==> config.mk <==
export PLATFORM = sky130hd
export DESIGN_NAME = mult_eval_sched_flat
export DESIGN_NICKNAME = d
export VERILOG_FILES = /design/src/rtl/mult_eval_pkg.sv /design/src/rtl/mult_eval_sched_if.sv /design/src/rtl/mult_eval_delay.sv /design/src/rtl/mult_eval_sched.sv /design/src/flat_wrapper.sv
export SDC_FILE = /design/constraint.sdc
export NUM_CORES = 1
export LEC_CHECK = 0
export BUFFER_PORTS_ARGS = -buffer_cell sky130_fd_sc_hd__buf_2
export CORE_MARGIN = 3
export CORE_UTILIZATION = 40
export DETAILED_ROUTE_END_ITERATION = 10
export GPL_TIMING_DRIVEN = 0
export SYNTH_ARGS = -nofsm -noshare
export SYNTH_HDL_FRONTEND = slang
export SYNTH_HIERARCHICAL = 1
export SYNTH_SLANG_ARGS = --single-unit
==> constraint.sdc <==
create_clock -name clk -period 2.36 [get_ports clk]
set_input_delay 0.472 -clock clk [delete_from_list [all_inputs] [get_ports clk]]
set_output_delay 0.472 -clock clk [all_outputs]
set_load 0.05 [all_outputs]
==> src/rtl/mult_eval_pkg.sv <==
`default_nettype none
// +---------------------------------------------------------------------+
// | mult_eval_pkg: shared types and sizing helpers for mult_eval_sched  |
// | Rev 1.0                                                             |
// +---------------------------------------------------------------------+
package mult_eval_pkg;

  typedef enum logic [1:0] {
    ST_IDLE  = 2'd0,
    ST_SWEEP = 2'd1,
    ST_DRAIN = 2'd2,
    ST_DONE  = 2'd3
  } state_t;

  localparam int LAT_MAX = 3;

  // Vector index width and vector count for a WIDTH x WIDTH operand space.
  function automatic int vec_bits(input int width);
    return 2 * width;
  endfunction

  function automatic int num_vectors(input int width);
    return 1 << (2 * width);
  endfunction

endpackage
`default_nettype wire

==> src/rtl/mult_eval_sched_if.sv <==
`default_nettype none
// +---------------------------------------------------------------------+
// | mult_eval_sched_if: control/result and candidate bus of the sweeper |
// | err_sum exists only with MULT_EVAL_ERRSUM_EN.  Rev 1.0              |
// +---------------------------------------------------------------------+
interface mult_eval_sched_if #(
  parameter int WIDTH = 2
);
  logic                 start;
  logic                 abort;
  logic [WIDTH-1:0]     dut_a;
  logic [WIDTH-1:0]     dut_b;
  logic [2*WIDTH-1:0]   dut_p;
  logic                 busy;
  logic                 done;
  logic [2*WIDTH:0]     err_count;
  logic                 pass;
  logic                 ff_valid;
  logic [WIDTH-1:0]     ff_a;
  logic [WIDTH-1:0]     ff_b;
`ifdef MULT_EVAL_ERRSUM_EN
  logic [4*WIDTH-1:0]   err_sum;
`endif

  modport master (
    input  start, abort, dut_p,
    output dut_a, dut_b, busy, done, err_count, pass, ff_valid, ff_a, ff_b
`ifdef MULT_EVAL_ERRSUM_EN
    , output err_sum
`endif
  );

  modport slave (
    output start, abort, dut_p,
    input  dut_a, dut_b, busy, done, err_count, pass, ff_valid, ff_a, ff_b
`ifdef MULT_EVAL_ERRSUM_EN
    , input err_sum
`endif
  );
endinterface
`default_nettype wire

==> src/rtl/mult_eval_delay.sv <==
`default_nettype none
// +---------------------------------------------------------------------+
// | mult_eval_delay: LAT-stage line carrying {valid, A, B, A*B}         |
// | Rev 1.0                                                             |
// +---------------------------------------------------------------------+
module mult_eval_delay #(
  parameter int WIDTH = 2,
  parameter int LAT   = 0
) (
  input  logic                 clk,
  input  logic                 rst,
  input  logic                 clr,
  input  logic                 in_valid,
  input  logic [WIDTH-1:0]     in_a,
  input  logic [WIDTH-1:0]     in_b,
  output logic                 out_valid,
  output logic [WIDTH-1:0]     out_a,
  output logic [WIDTH-1:0]     out_b,
  output logic [2*WIDTH-1:0]   out_exp
);
  localparam int PW = 2 * WIDTH;
  localparam int DW = 1 + 2 * WIDTH + PW;

  logic [PW-1:0] prod;
  logic [DW-1:0] head;
  logic [DW-1:0] tail;

  // Operands are widened first so the product is never truncated.
  assign prod = PW'(in_a) * PW'(in_b);
  assign head = {in_valid, in_a, in_b, prod};

  generate
    if (LAT == 0) begin : g_bypass
      logic unused_ok;
      assign unused_ok = ^{clk, rst, clr};
      assign tail = head;
    end else begin : g_pipe
      logic [DW-1:0] stage [LAT];
      always_ff @(posedge clk or posedge rst) begin
        if (rst) begin
          for (int i = 0; i < LAT; i++) stage[i] <= '0;
        end else if (clr) begin
          for (int i = 0; i < LAT; i++) stage[i] <= '0;
        end else begin
          stage[0] <= head;
          for (int i = 1; i < LAT; i++) stage[i] <= stage[i-1];
        end
      end
      assign tail = stage[LAT-1];
    end
  endgenerate

  assign {out_valid, out_a, out_b, out_exp} = tail;

endmodule
`default_nettype wire

==> src/rtl/mult_eval_sched.sv <==
`default_nettype none
// +---------------------------------------------------------------------+
// | mult_eval_sched: exhaustive A*B sweep of an external multiplier     |
// | Optional err_sum output with MULT_EVAL_ERRSUM_EN.  Rev 1.0          |
// +---------------------------------------------------------------------+
module mult_eval_sched
  import mult_eval_pkg::*;
#(
  parameter int WIDTH = 2,
  parameter int LAT   = 0
) (
  input  logic              clk,
  input  logic              rst,
  mult_eval_sched_if.master bus
);
  localparam int VW = vec_bits(WIDTH);
  localparam int CW = VW + 1;
  localparam int DW = $clog2(LAT_MAX + 1);
  localparam logic [VW-1:0] K_LAST     = '1;
  localparam logic [CW-1:0] CNT_MAX    = CW'(num_vectors(WIDTH));
  localparam logic [DW-1:0] DRAIN_LAST = DW'(LAT - 1);

  state_t          state, state_nx;
  logic [VW-1:0]   k;
  logic [DW-1:0]   drain_cnt;
  logic [CW-1:0]   err_count, err_nx;
  logic            pass, ff_valid;
  logic [WIDTH-1:0] ff_a, ff_b;
  logic            busy, done, sweeping, last_vec, accept, kill, cmp_en, mismatch;
  logic            d_valid;
  logic [WIDTH-1:0] d_a, d_b;
  logic [VW-1:0]   d_exp;

  assign sweeping = (state == ST_SWEEP);
  assign last_vec = (k == K_LAST);
  assign accept   = (state == ST_IDLE) && bus.start;
  assign kill     = busy && bus.abort;

  always_ff @(posedge clk or posedge rst) begin
    if (rst) state <= ST_IDLE;
    else     state <= state_nx;
  end

  always_comb begin
    state_nx = state;
    case (state)
      ST_IDLE:  if (bus.start) state_nx = ST_SWEEP;
      ST_SWEEP: begin
        if (bus.abort)    state_nx = ST_IDLE;
        else if (last_vec) state_nx = (LAT == 0) ? ST_DONE : ST_DRAIN;
      end
      ST_DRAIN: begin
        if (bus.abort)                   state_nx = ST_IDLE;
        else if (drain_cnt == DRAIN_LAST) state_nx = ST_DONE;
      end
      ST_DONE:  state_nx = ST_IDLE;
      default:  state_nx = ST_IDLE;
    endcase
  end

  always_comb begin
    busy = 1'b0;
    done = 1'b0;
    case (state)
      ST_SWEEP, ST_DRAIN: busy = 1'b1;
      ST_DONE:            done = 1'b1;
      default:            ;
    endcase
  end

  mult_eval_delay #(.WIDTH(WIDTH), .LAT(LAT)) u_delay (
    .clk      (clk),
    .rst      (rst),
    .clr      (accept | kill),
    .in_valid (sweeping),
    .in_a     (k[VW-1:WIDTH]),
    .in_b     (k[WIDTH-1:0]),
    .out_valid(d_valid),
    .out_a    (d_a),
    .out_b    (d_b),
    .out_exp  (d_exp)
  );

  assign cmp_en   = busy && d_valid;
  assign mismatch = cmp_en && (bus.dut_p != d_exp);

  always_comb begin
    err_nx = err_count;
    if (mismatch && (err_count != CNT_MAX)) err_nx = err_count + CW'(1);
  end

  always_ff @(posedge clk or posedge rst) begin
    if (rst) begin
      k         <= '0;
      drain_cnt <= '0;
      err_count <= '0;
      pass      <= 1'b0;
      ff_valid  <= 1'b0;
      ff_a      <= '0;
      ff_b      <= '0;
    end else if (accept || kill) begin
      k         <= '0;
      drain_cnt <= '0;
      err_count <= '0;
      pass      <= 1'b0;
      ff_valid  <= 1'b0;
    end else begin
      if (sweeping && !last_vec) k <= k + VW'(1);
      drain_cnt <= (state == ST_DRAIN) ? drain_cnt + DW'(1) : '0;
      err_count <= err_nx;
      if (mismatch && !ff_valid) begin
        ff_valid <= 1'b1;
        ff_a     <= d_a;
        ff_b     <= d_b;
      end
      // The final comparison lands on the same edge that enters DONE.
      if (state_nx == ST_DONE) pass <= (err_nx == '0);
    end
  end

`ifdef MULT_EVAL_ERRSUM_EN
  localparam int SW = 4 * WIDTH;
  logic [SW-1:0] err_sum;
  logic [VW-1:0] abs_diff;
  logic [SW:0]   sum_wide;

  assign abs_diff = (bus.dut_p >= d_exp) ? (bus.dut_p - d_exp) : (d_exp - bus.dut_p);
  assign sum_wide = {1'b0, err_sum} + {{(SW + 1 - VW){1'b0}}, abs_diff};

  always_ff @(posedge clk or posedge rst) begin
    if (rst)                 err_sum <= '0;
    else if (accept || kill) err_sum <= '0;
    else if (cmp_en)         err_sum <= sum_wide[SW] ? '1 : sum_wide[SW-1:0];
  end

  assign bus.err_sum = err_sum;
`endif

  assign bus.dut_a     = k[VW-1:WIDTH];
  assign bus.dut_b     = k[WIDTH-1:0];
  assign bus.busy      = busy;
  assign bus.done      = done;
  assign bus.err_count = err_count;
  assign bus.pass      = pass;
  assign bus.ff_valid  = ff_valid;
  assign bus.ff_a      = ff_a;
  assign bus.ff_b      = ff_b;

endmodule
`default_nettype wire

==> src/flat_wrapper.sv <==
// flat-port wrapper written by rule: the top's interface ports become plain ports
module mult_eval_sched_flat import mult_eval_pkg::*;
#(
  parameter int WIDTH = 2,
  parameter int LAT   = 0
)
  (clk, rst, bus_start, bus_abort, bus_dut_p, bus_dut_a, bus_dut_b, bus_busy, bus_done, bus_err_count, bus_pass, bus_ff_valid, bus_ff_a, bus_ff_b);
  mult_eval_sched_if #(.WIDTH(WIDTH)) bus_i ();
  input  logic clk;
  input  logic rst;
  input wire logic [$bits(bus_i.start)-1:0] bus_start;
  input wire logic [$bits(bus_i.abort)-1:0] bus_abort;
  input wire logic [$bits(bus_i.dut_p)-1:0] bus_dut_p;
  output wire logic [$bits(bus_i.dut_a)-1:0] bus_dut_a;
  output wire logic [$bits(bus_i.dut_b)-1:0] bus_dut_b;
  output wire logic [$bits(bus_i.busy)-1:0] bus_busy;
  output wire logic [$bits(bus_i.done)-1:0] bus_done;
  output wire logic [$bits(bus_i.err_count)-1:0] bus_err_count;
  output wire logic [$bits(bus_i.pass)-1:0] bus_pass;
  output wire logic [$bits(bus_i.ff_valid)-1:0] bus_ff_valid;
  output wire logic [$bits(bus_i.ff_a)-1:0] bus_ff_a;
  output wire logic [$bits(bus_i.ff_b)-1:0] bus_ff_b;
  assign bus_i.start = bus_start;
  assign bus_i.abort = bus_abort;
  assign bus_i.dut_p = bus_dut_p;
  assign bus_dut_a = bus_i.dut_a;
  assign bus_dut_b = bus_i.dut_b;
  assign bus_busy = bus_i.busy;
  assign bus_done = bus_i.done;
  assign bus_err_count = bus_i.err_count;
  assign bus_pass = bus_i.pass;
  assign bus_ff_valid = bus_i.ff_valid;
  assign bus_ff_a = bus_i.ff_a;
  assign bus_ff_b = bus_i.ff_b;
  mult_eval_sched #(.WIDTH(WIDTH), .LAT(LAT)) u_core (.clk(clk), .rst(rst), .bus(bus_i));
endmodule
# Word-level counts from Yosys, hierarchy flattened

Cells that the tools add are included.

$mul: 1
Add/sub/neg operators: 3
Reduce and logical (&&, ||, !) cells: 17
Mux-type cells: 18
Bitwise operators: 1
Equality and inequality tests: 8

Operator list:

| cell                                                 | count |
|---|---|
| two-way mux 2 bit                                    | 7 |
| two-way mux 5 bit                                    | 2 |
| equality test 2 bit (second input constant)          | 4 |
| two-way mux 4 bit                                    | 2 |
| case mux 2 bit (4 select lines)                      | 1 |
| logical AND 1 bit                                    | 7 |
| two-way mux 1 bit                                    | 6 |
| nonzero test 2 bit                                   | 3 |
| adder 5 x 1 -> 5 bit (second input constant)         | 1 |
| logical NOT 5 bit                                    | 1 |
| != test 5 bit (second input constant)                | 1 |
| adder 4 x 1 -> 4 bit (second input constant)         | 1 |
| equality test 4 bit (second input constant)          | 1 |
| multiplier 2 x 2 -> 4 bit                            | 1 |
| != test 4 bit                                        | 1 |
| adder 2 x 1 -> 2 bit (second input constant)         | 1 |
| equality test 2 x 1 -> 1 bit (second input constant) | 1 |
| logical NOT 1 bit                                    | 2 |
| logical NOT 2 bit                                    | 1 |
| AND reduction 2 bit                                  | 1 |
| OR reduction 2 bit                                   | 1 |
| logical OR 1 bit                                     | 1 |
| NOT 1 bit                                            | 1 |

Input bits: 8
Output and inout port bits: 17
Register bits after elaboration: 19

# Longest topological paths before layout

Gate-level depths: netlist of run 1.

Depth in word-level cells: 10
Depth in mapped cells: 9
Gate-level depth less buffers: 8

# Cells and area by module

The synthesis of run 1 kept the hierarchy.

Modules (own cells, without submodules):

| module          | cells each | seq. area each (um^2) | instances | area each (um^2) |
|---|---|---|---|---|
| mult_eval_sched | 110        | 475.5                 | 1         | 1121.1 |
| mult_eval_delay | 11         | 0.0                   | 1         | 87.6 |

# Least setup slack after synthesis of run 1

Ideal clock, no wire load.

Kind: reg-to-reg
From: reg u_core.k[2]
To: reg u_core.pass, in the netlist u_core/bus.pass
Arrival time: 2337 ps
Cell stages (with the launch flop): 10
Library setup time: 64 ps
Slack: -41 ps
Data required time: 2296 ps
Cell sequence: dfrtp_1 and2_1 ha_1 ha_1 xnor2_1 a41oi_2 buf_6 a211o_1 a211oi_2 a21o_1

Longest elaborated chain between the ends: 8
Elaborated cells on any way between the ends: 14

RTL lines:

| element                   | line                   | RTL |
|---|---|---|
| from (decl)               | mult_eval_sched.sv:24  | `logic [VW-1:0] k;` |
| from (signal assigned)    | mult_eval_sched.sv:108 | `if (sweeping && !last_vec) k <= k + VW'(1);` |
| multiplier 2 x 2 -> 4 bit | mult_eval_delay.sv:29  | `assign prod = PW'(in_a) * PW'(in_b);` |
| named net u_core.d_exp[2] | mult_eval_sched.sv:32  | `logic [VW-1:0] d_exp;` |
| != test 4 bit             | mult_eval_sched.sv:85  | `assign mismatch = cmp_en && (bus.dut_p != d_exp);` |
| logical AND 1 bit         | mult_eval_sched.sv:85  |  |
| logical AND 1 bit         | mult_eval_sched.sv:89  | `if (mismatch && (err_count != CNT_MAX)) err_nx = err_count + CW'(1);` |
| two-way mux 5 bit         | mult_eval_sched.sv:89  |  |
| logical NOT 5 bit         | mult_eval_sched.sv:117 | `if (state_nx == ST_DONE) pass <= (err_nx == '0);` |
| two-way mux 1 bit         | mult_eval_sched.sv:117 |  |
| two-way mux 1 bit         | mult_eval_sched.sv:101 | `end else if (accept \|\| kill) begin` |
| to (signal assigned)      | mult_eval_sched.sv:117 |  |
| to (decl)                 | mult_eval_sched.sv:27  | `logic pass, ff_valid;` |

The timed path passes the listed nets, and every way through them passes these cells. The select of a mux whose other input is x is not followed.
A chain may end at the register's enable or synchronous reset.

# Worst setup path after layout of run 1

From: reg u_core.k[2]
To: reg u_core.ff_a[0], in the netlist u_core/bus.ff_a[0]

Longest elaborated chain between the ends: 5

RTL lines:

| element                       | line                   | RTL |
|---|---|---|
| multiplier 2 x 2 -> 4 bit     | mult_eval_delay.sv:29  |  |
| named net u_core.d_exp[2]     | mult_eval_sched.sv:32  |  |
| != test 4 bit                 | mult_eval_sched.sv:85  |  |
| logical AND 1 bit             | mult_eval_sched.sv:85  |  |
| logical AND 1 bit             | mult_eval_sched.sv:111 | `if (mismatch && !ff_valid) begin` |
| AND reduction 2 bit (no line) | -                      |  |
| to (signal assigned)          | mult_eval_sched.sv:99  | `ff_a <= '0;` |
| to (signal assigned)          | mult_eval_sched.sv:113 | `ff_a <= d_a;` |
| to (decl)                     | mult_eval_sched.sv:28  | `logic [WIDTH-1:0] ff_a, ff_b;` |

The timed path passes the listed nets, and every way through them passes these cells.

==> impl_metrics.toml, run 1 <==
[status]
status = "finished clean"

[grt]
grt_usage = 0.155
grt_max_degree = 20
antenna_found_initial = 0
grt_pass1_wl_um = 4260
grt_pass1_vias = 951
grt_overflow = 0

[clock_network]
hold_buffers = 0
cts_tree = "built"
cts_made_buffers = 3
clk_latency_ns = 0.30
htree_num_levels = 1
path_clk_slew_ns = 0.12
clock-sinks = 19
root_buffer = "clkbuf_4"
clock_path_buffers = 2

[power_and_ir_drop]
p_per_area_nw_per_um2 = 946
leakage_uw = 0.000753
power_uw = 1330
vdd_drop_max_v = 0.000455

[synth]
syn-cell-area_um2 = 1210
synth_largest_area_cell = "dfrtp_1"
synth_area_leaders = "dfrtp_1, ha_1, mux2_2"
async_reset_ff_frac = 1.00
synth_edf_count = 0
yosysUniqueCellTypes = 35
synthCells = 121
yosys-top-cells-count = "dfrtp_1, ha_1, nor2_1"
ys.warnings.count = 6
synth_most_common_cell = "dfrtp_1"
ys_seq_area_frac = 0.393
synth_top_flop_cell = "dfrtp_1"
synth_top_area_frac = 0.393
syn_nets = 140
syn_area_per_cell_um2 = 9.99
synth_seq_cells = 19

[detailed_routing]
wl_per_cell_um = 13.3
drt_iter0_markers = 56
routed_wl_um = 2400
routed_via_density = 5.22
first_pass_iters = 4
vias = 940
drc = 0
antenna_left = 0

[floorplan]
start_util = 0.427
core_area_um2 = 2830
die_h_um = 61.0
ios = 25
die-area_um2 = 3720
num_rows = 19
die_w_um = 61.0

[place]
hpwl_um = 1840
gp_congestion = 0.804
place_inst = 176
postPlaceCellArea_um2 = 1370
io_buffers = 24

[setup_path]
cp.required_ns = 2.55
worstReg2RegEnd = "u_core/bus.ff_a[0]"
crit_path_end_kind = "flop"
worstPathMaxFanout = 10
crit_path_start_kind = "flop"
worstSetupPathType = "reg2reg"
r2r_start = "u_core/k[2]"
critPathArrivalTime_ns = 2.47
r2r_setup_slack_ns = 0.09
worstRegToRegCells = 8

[timing]
hold_violations = 0
grt_setup_unrepaired = "true"
setup_violations = 0
finalSetupTns_ns = 0
worst_pin_slew_ns = 0.731
clock.fmax_mhz = 440
period_needed_ns = 2.27
slew_violations = 0
slew_headroom = 0.512
timing.final.crit_share = 0.963
fin_skew_ns = 0.00847

[layout]
n_antenna_cell = 0
postLayoutCoreUtil = 0.497
nFillCells = 272
fin_area_um2 = 1410
nets = 169
regArea_um2 = 480
syn_to_final_growth_pct = 16.3
multiInputGateArea_um2 = 652
drive_above_1_share = 0.309
finalNonFillerCells = 180

[job]
maxCapViolCount = 0

[min_path]
hold_path_class = "in2async"
sequential cells by signal (all words and copies together) (netlist names):
signal and count:
u_core/state 2, u_core/bus.ff_b 2, u_core/drain_cnt 2, u_core/bus.err_count 5
u_core/k 4, u_core/bus.ff_a 2, u_core/bus.pass 1, u_core/bus.ff_valid 1
what timing repair did:
item	4_1_cts	5_1_grt
gates resized for setup	0	3
endpoints found under the setup margin	0	6
buffers inserted	0	0
worst max-delay path, cell delays in order (launching register included):
cell and delay [ns]:
dfrtp_2 0.48, and2_1 0.18, ha_1 0.19, ha_1 0.29, xnor2_1 0.17, a41oi_2 0.18, buf_6 0.18, nand2_1 0.15
mux2_2 0.36
final cells by class:
cell class              instances  share of cell area
plain buffers                   8              0.0401
clock buffers                   3              0.0160
clock inverters                 1             0.00356
inverters                       8              0.0214
multi-input cells              86               0.464
flip-flops and latches         19               0.342
well taps                      31              0.0276
repair buffers                 24              0.0855
routing by layer:
| metal | vias to the layer above | track usage | share of wire |
|---|---|---|---|
| met5 | - | 0 | 0 |
| li1 | 470 | - | - |
| met1 | 450 | 0.196 | 0.47 |
| met3 | 2 | 0.0340 | 0.033 |
| met4 | 0 | 0.0495 | 0.0071 |
| met2 | 18 | 0.263 | 0.49 |
worst max-delay path by stage:
stage | to | from | slack (ns) | cells after the start
CTS | u_core/bus.pass | u_core/k[0] | 0.04 | 9
floorplan | u_core/bus.pass | u_core/k[1] | 0.004 | 9
global route | u_core/bus.ff_a[0] | u_core/k[2] | -0.006 | 8
detailed placement | u_core/bus.pass | u_core/k[2] | 0.06 | 9
finish | u_core/bus.ff_a[0] | u_core/k[2] | 0.09 | 8
global placement | u_core/bus.pass | u_core/k[2] | 0.08 | 9
cell usage in the layout, fill, tap and decap left out, types with 2 or more instances in the layout:
master,netlist,layout
buf_2,0,24
dfrtp_1,19,15
nor2_1,11,11
ha_1,11,11
inv_1,8,8
nand3_1,8,8
nand2_1,7,7
and2_1,5,5
buf_4,5,5
xnor2_1,4,4
xor2_1,4,4
mux2_2,4,4
dfrtp_2,0,4
clkbuf_4,0,3
mux2i_1,3,3
a21oi_1,3,3
clkbuf_1,2,2
or3_1,2,2
a211oi_1,2,2
a211o_1,2,2
and3_1,2,2
a21o_1,2,2
o21a_1,2,2
report_power, final:
group          switching [uW]  internal [uW]  leakage [uW]
combinational             459            249      0.000484
sequential               71.7            385      0.000252
clock                     102           63.1     0.0000177
total                     633            697      0.000753
per-stage QoR:
step	hold WS, ns	setup slack [ns]
finish	0.274	0.0870
CTS	0.288	0.0433
detailed placement	0.426	0.0605
floorplan	0.407	0.00357
global placement	0.418	0.0774
global route	0.325	-0.00648
cell families (layout without fill, tap and decap cells):
kind of cell | Yosys count | count (layout) | synth area share
AOI/OAI and AO/OA | 19 | 19 | 0.123
xor gates and xnor gates | 9 | 9 | 0.0714
adders and majority gates | 11 | 11 | 0.114
buffers and inverters | 16 | 44 | 0.0714
DFF | 19 | 19 | 0.393
muxes | 7 | 7 | 0.0621
and+or+nand+nor | 40 | 40 | 0.165
(Power assumes the default switching activity.)
==> run 2, diff against run 1 <==
--- a/config.mk
+++ b/config.mk
@@ -13,4 +13,3 @@
 export SYNTH_ARGS = -nofsm -noshare
 export SYNTH_HDL_FRONTEND = slang
-export SYNTH_HIERARCHICAL = 1
 export SYNTH_SLANG_ARGS = --single-unit
==> constraint.sdc (replaced) <==
create_clock -name clk -period 2.36 [get_ports clk]
set_input_delay 0.472 -clock clk [delete_from_list [all_inputs] [get_ports clk]]
set_output_delay 0.472 -clock clk [all_outputs]
set_load 0.01 [all_outputs]
==> impl_metrics.toml, run 2 <==
[detailed_routing]
antenna_left = 0
routed_via_density = 5.19
vias = 923
routed_wl_um = 2330
first_pass_iters = 4
drt_iter0_markers = 22
drc = 0
wl_per_cell_um = 13.1

[clock_network]
cts_tree = "built"
clk_latency_ns = 0.29
hold_buffers = 0
clock_path_buffers = 2
clock-sinks = 19
root_buffer = "clkbuf_4"
path_clk_slew_ns = 0.11
cts_made_buffers = 3
htree_num_levels = 1

[synth]
ys_seq_area_frac = 0.408
synth_top_flop_cell = "dfrtp_1"
synth_most_common_cell = "dfrtp_1"
synth_edf_count = 0
yosysUniqueCellTypes = 34
synth_area_leaders = "dfrtp_1, ha_1, nor2_1"
synth_largest_area_cell = "dfrtp_1"
ys.warnings.count = 0
async_reset_ff_frac = 1.00
synthCells = 113
synth_top_area_frac = 0.408
synth_seq_cells = 19
syn-cell-area_um2 = 1170
syn_area_per_cell_um2 = 10.3
syn_nets = 132
yosys-top-cells-count = "dfrtp_1, nor2_1, ha_1"

[timing]
clock.fmax_mhz = 443
slew_violations = 0
hold_violations = 0
fin_skew_ns = 0.00429
slew_headroom = 0.539
setup_violations = 0
period_needed_ns = 2.26
timing.final.crit_share = 0.956
worst_pin_slew_ns = 0.691

[grt]
grt_pass1_wl_um = 3830
grt_usage = 0.141
grt_overflow = 0
top_usage_layer = "met2"
grt_max_degree = 20
grtUsageMet2 = 0.238
use_met1 = 0.180
antenna_found_initial = 0
grt_pass1_vias = 865
met3_usage = 0.0454

[setup_path]
worstSetupPathType = "reg2reg"
critPathArrivalTime_ns = 2.44
crit_path_end_kind = "flop"
worstPathMaxFanout = 4
slowest_stage = "dfrtp_2"
crit_chain = "and2_2, ha_2, ha_4, xor2_4, nor3_4, buf_6, nand2_2, nand3_4, mux2_2"
cp.required_ns = 2.54
cpPeakStageDelay_ns = 0.42
crit_path_start_kind = "flop"

[place]
place_inst = 167
postPlaceCellArea_um2 = 1320
io_buffers = 24
gp_congestion = 0.739
hpwl_um = 1770

[layout]
fin_area_um2 = 1460
mostFrequentLayoutCells = "buf_2, nor2_1, dfrtp_1"
nets = 168
finalNonFillerCells = 178
drive_above_1_share = 0.405
syn_to_final_growth_pct = 25.2
largest_register_ff_count = 5
final_common_cell = "buf_2"
n_antenna_cell = 0
postLayoutCoreUtil = 0.559
reg_top3 = "u_core.bus.err_count (5), u_core.k (4)"
top_register = "u_core.bus.err_count"

[job]
maxCapViolCount = 0

[power_and_ir_drop]
leakage_uw = 0.000727
vdd_drop_max_v = 0.000551
p_per_area_nw_per_um2 = 831

[floorplan]
die-area_um2 = 3600
core_area_um2 = 2610
start_util = 0.446
ios = 25
die_h_um = 60.0
num_rows = 18
die_w_um = 60.0

[min_path]
hold_path_class = "in2async"

[status]
status = "finished clean"
## run 2: changes by cell type in the layout (fill, tap and decap cells not counted), sizes merged, moves of 3 or more
cell	change
nor2	+4
nand2	+4
nand3	-3
a21oi	+5
mux2i	-3
a211oi	-3
## run 2: path summary, 6_finish.rpt
| kind | from | to | slack, ns | depth (start not counted) |
|---|---|---|---|---|
| setup reg to reg | u_core.k[2] | u_core.bus.ff_b[0] | 0.10 | 9 |
| hold / removal | rst | u_core.bus.pass | 0.26 | 2 |
| setup / recovery | u_core.k[2] | u_core.bus.ff_b[0] | 0.10 | 9 |
| min in group clk | bus_abort | u_core.state[0] | 0.44 | 2 |
| hold reg to reg | u_core.drain_cnt[0] | u_core.drain_cnt[0] | 0.44 | 1 |
| max in group asynchronous | rst | u_core.k[2] | 1.61 | 2 |
## run 2: kinds of logic (layout without fill, tap and decap cells)
group / after synthesis / count (layout) / share of synthesized area
adders and majority gates: 11 / 11 / 0.118
AOI/OAI and AO/OA: 18 / 18 / 0.122
buffers and inverters: 8 / 43 / 0.0258
xor gates and xnor gates: 10 / 10 / 0.0815
DFF: 19 / 19 / 0.408
and+or+nand+nor: 42 / 42 / 0.193
muxes: 5 / 5 / 0.0515
## run 2: metrics by stage
step | setup slack, ns | hold WS, ns | power [uW] | setup TNS (ns)
floorplan | 0.0684 | 0.407 | 859 | 0
global placement | -0.0602 | 0.419 | 1010 | -0.286
detailed placement | -0.0970 | 0.428 | 1020 | -0.434
CTS | 0.0166 | 0.285 | 1190 | 0
global route | -0.00616 | 0.298 | 1320 | -0.00616
finish | 0.103 | 0.263 | 1210 | 0
## run 2: final cells by class
class	instances	area, um^2
repair buffers	31	180
clock buffers	3	22.5
clock inverters	1	5.00
inverters	7	26.3
plain buffers	1	3.75
well taps	30	37.5
multi-input cells	86	704
fillers	240	1150
flip-flops and latches	19	480
## run 2: power by group
part | internal, uW | switching [uW]
Combinational | 256 | 324
Clock | 63.0 | 96.4
Sequential | 397 | 77.7
## run 2: critical path: cells and delay by family (launching register included)
kind / cells / cell delay, ns
simple gates: 4 / 0.66
fa+ha+maj: 2 / 0.43
flops: 1 / 0.42
mux: 1 / 0.34
xor+xnor: 1 / 0.15
buf+inv: 1 / 0.14
## run 2: routing by layer
layer  routed length (um)  vias up
met4                    0        0
met3                  102        0
met5                    0        -
met2                 1190       20
met1                 1030      443
li1                     -      460
## run 2: timing repair
item                       CTS  global route
cloned                       0             0
pin swaps                    1             7
setup endpoints to repair    5             5
setup buffers                1             6
gates resized for setup      2            10
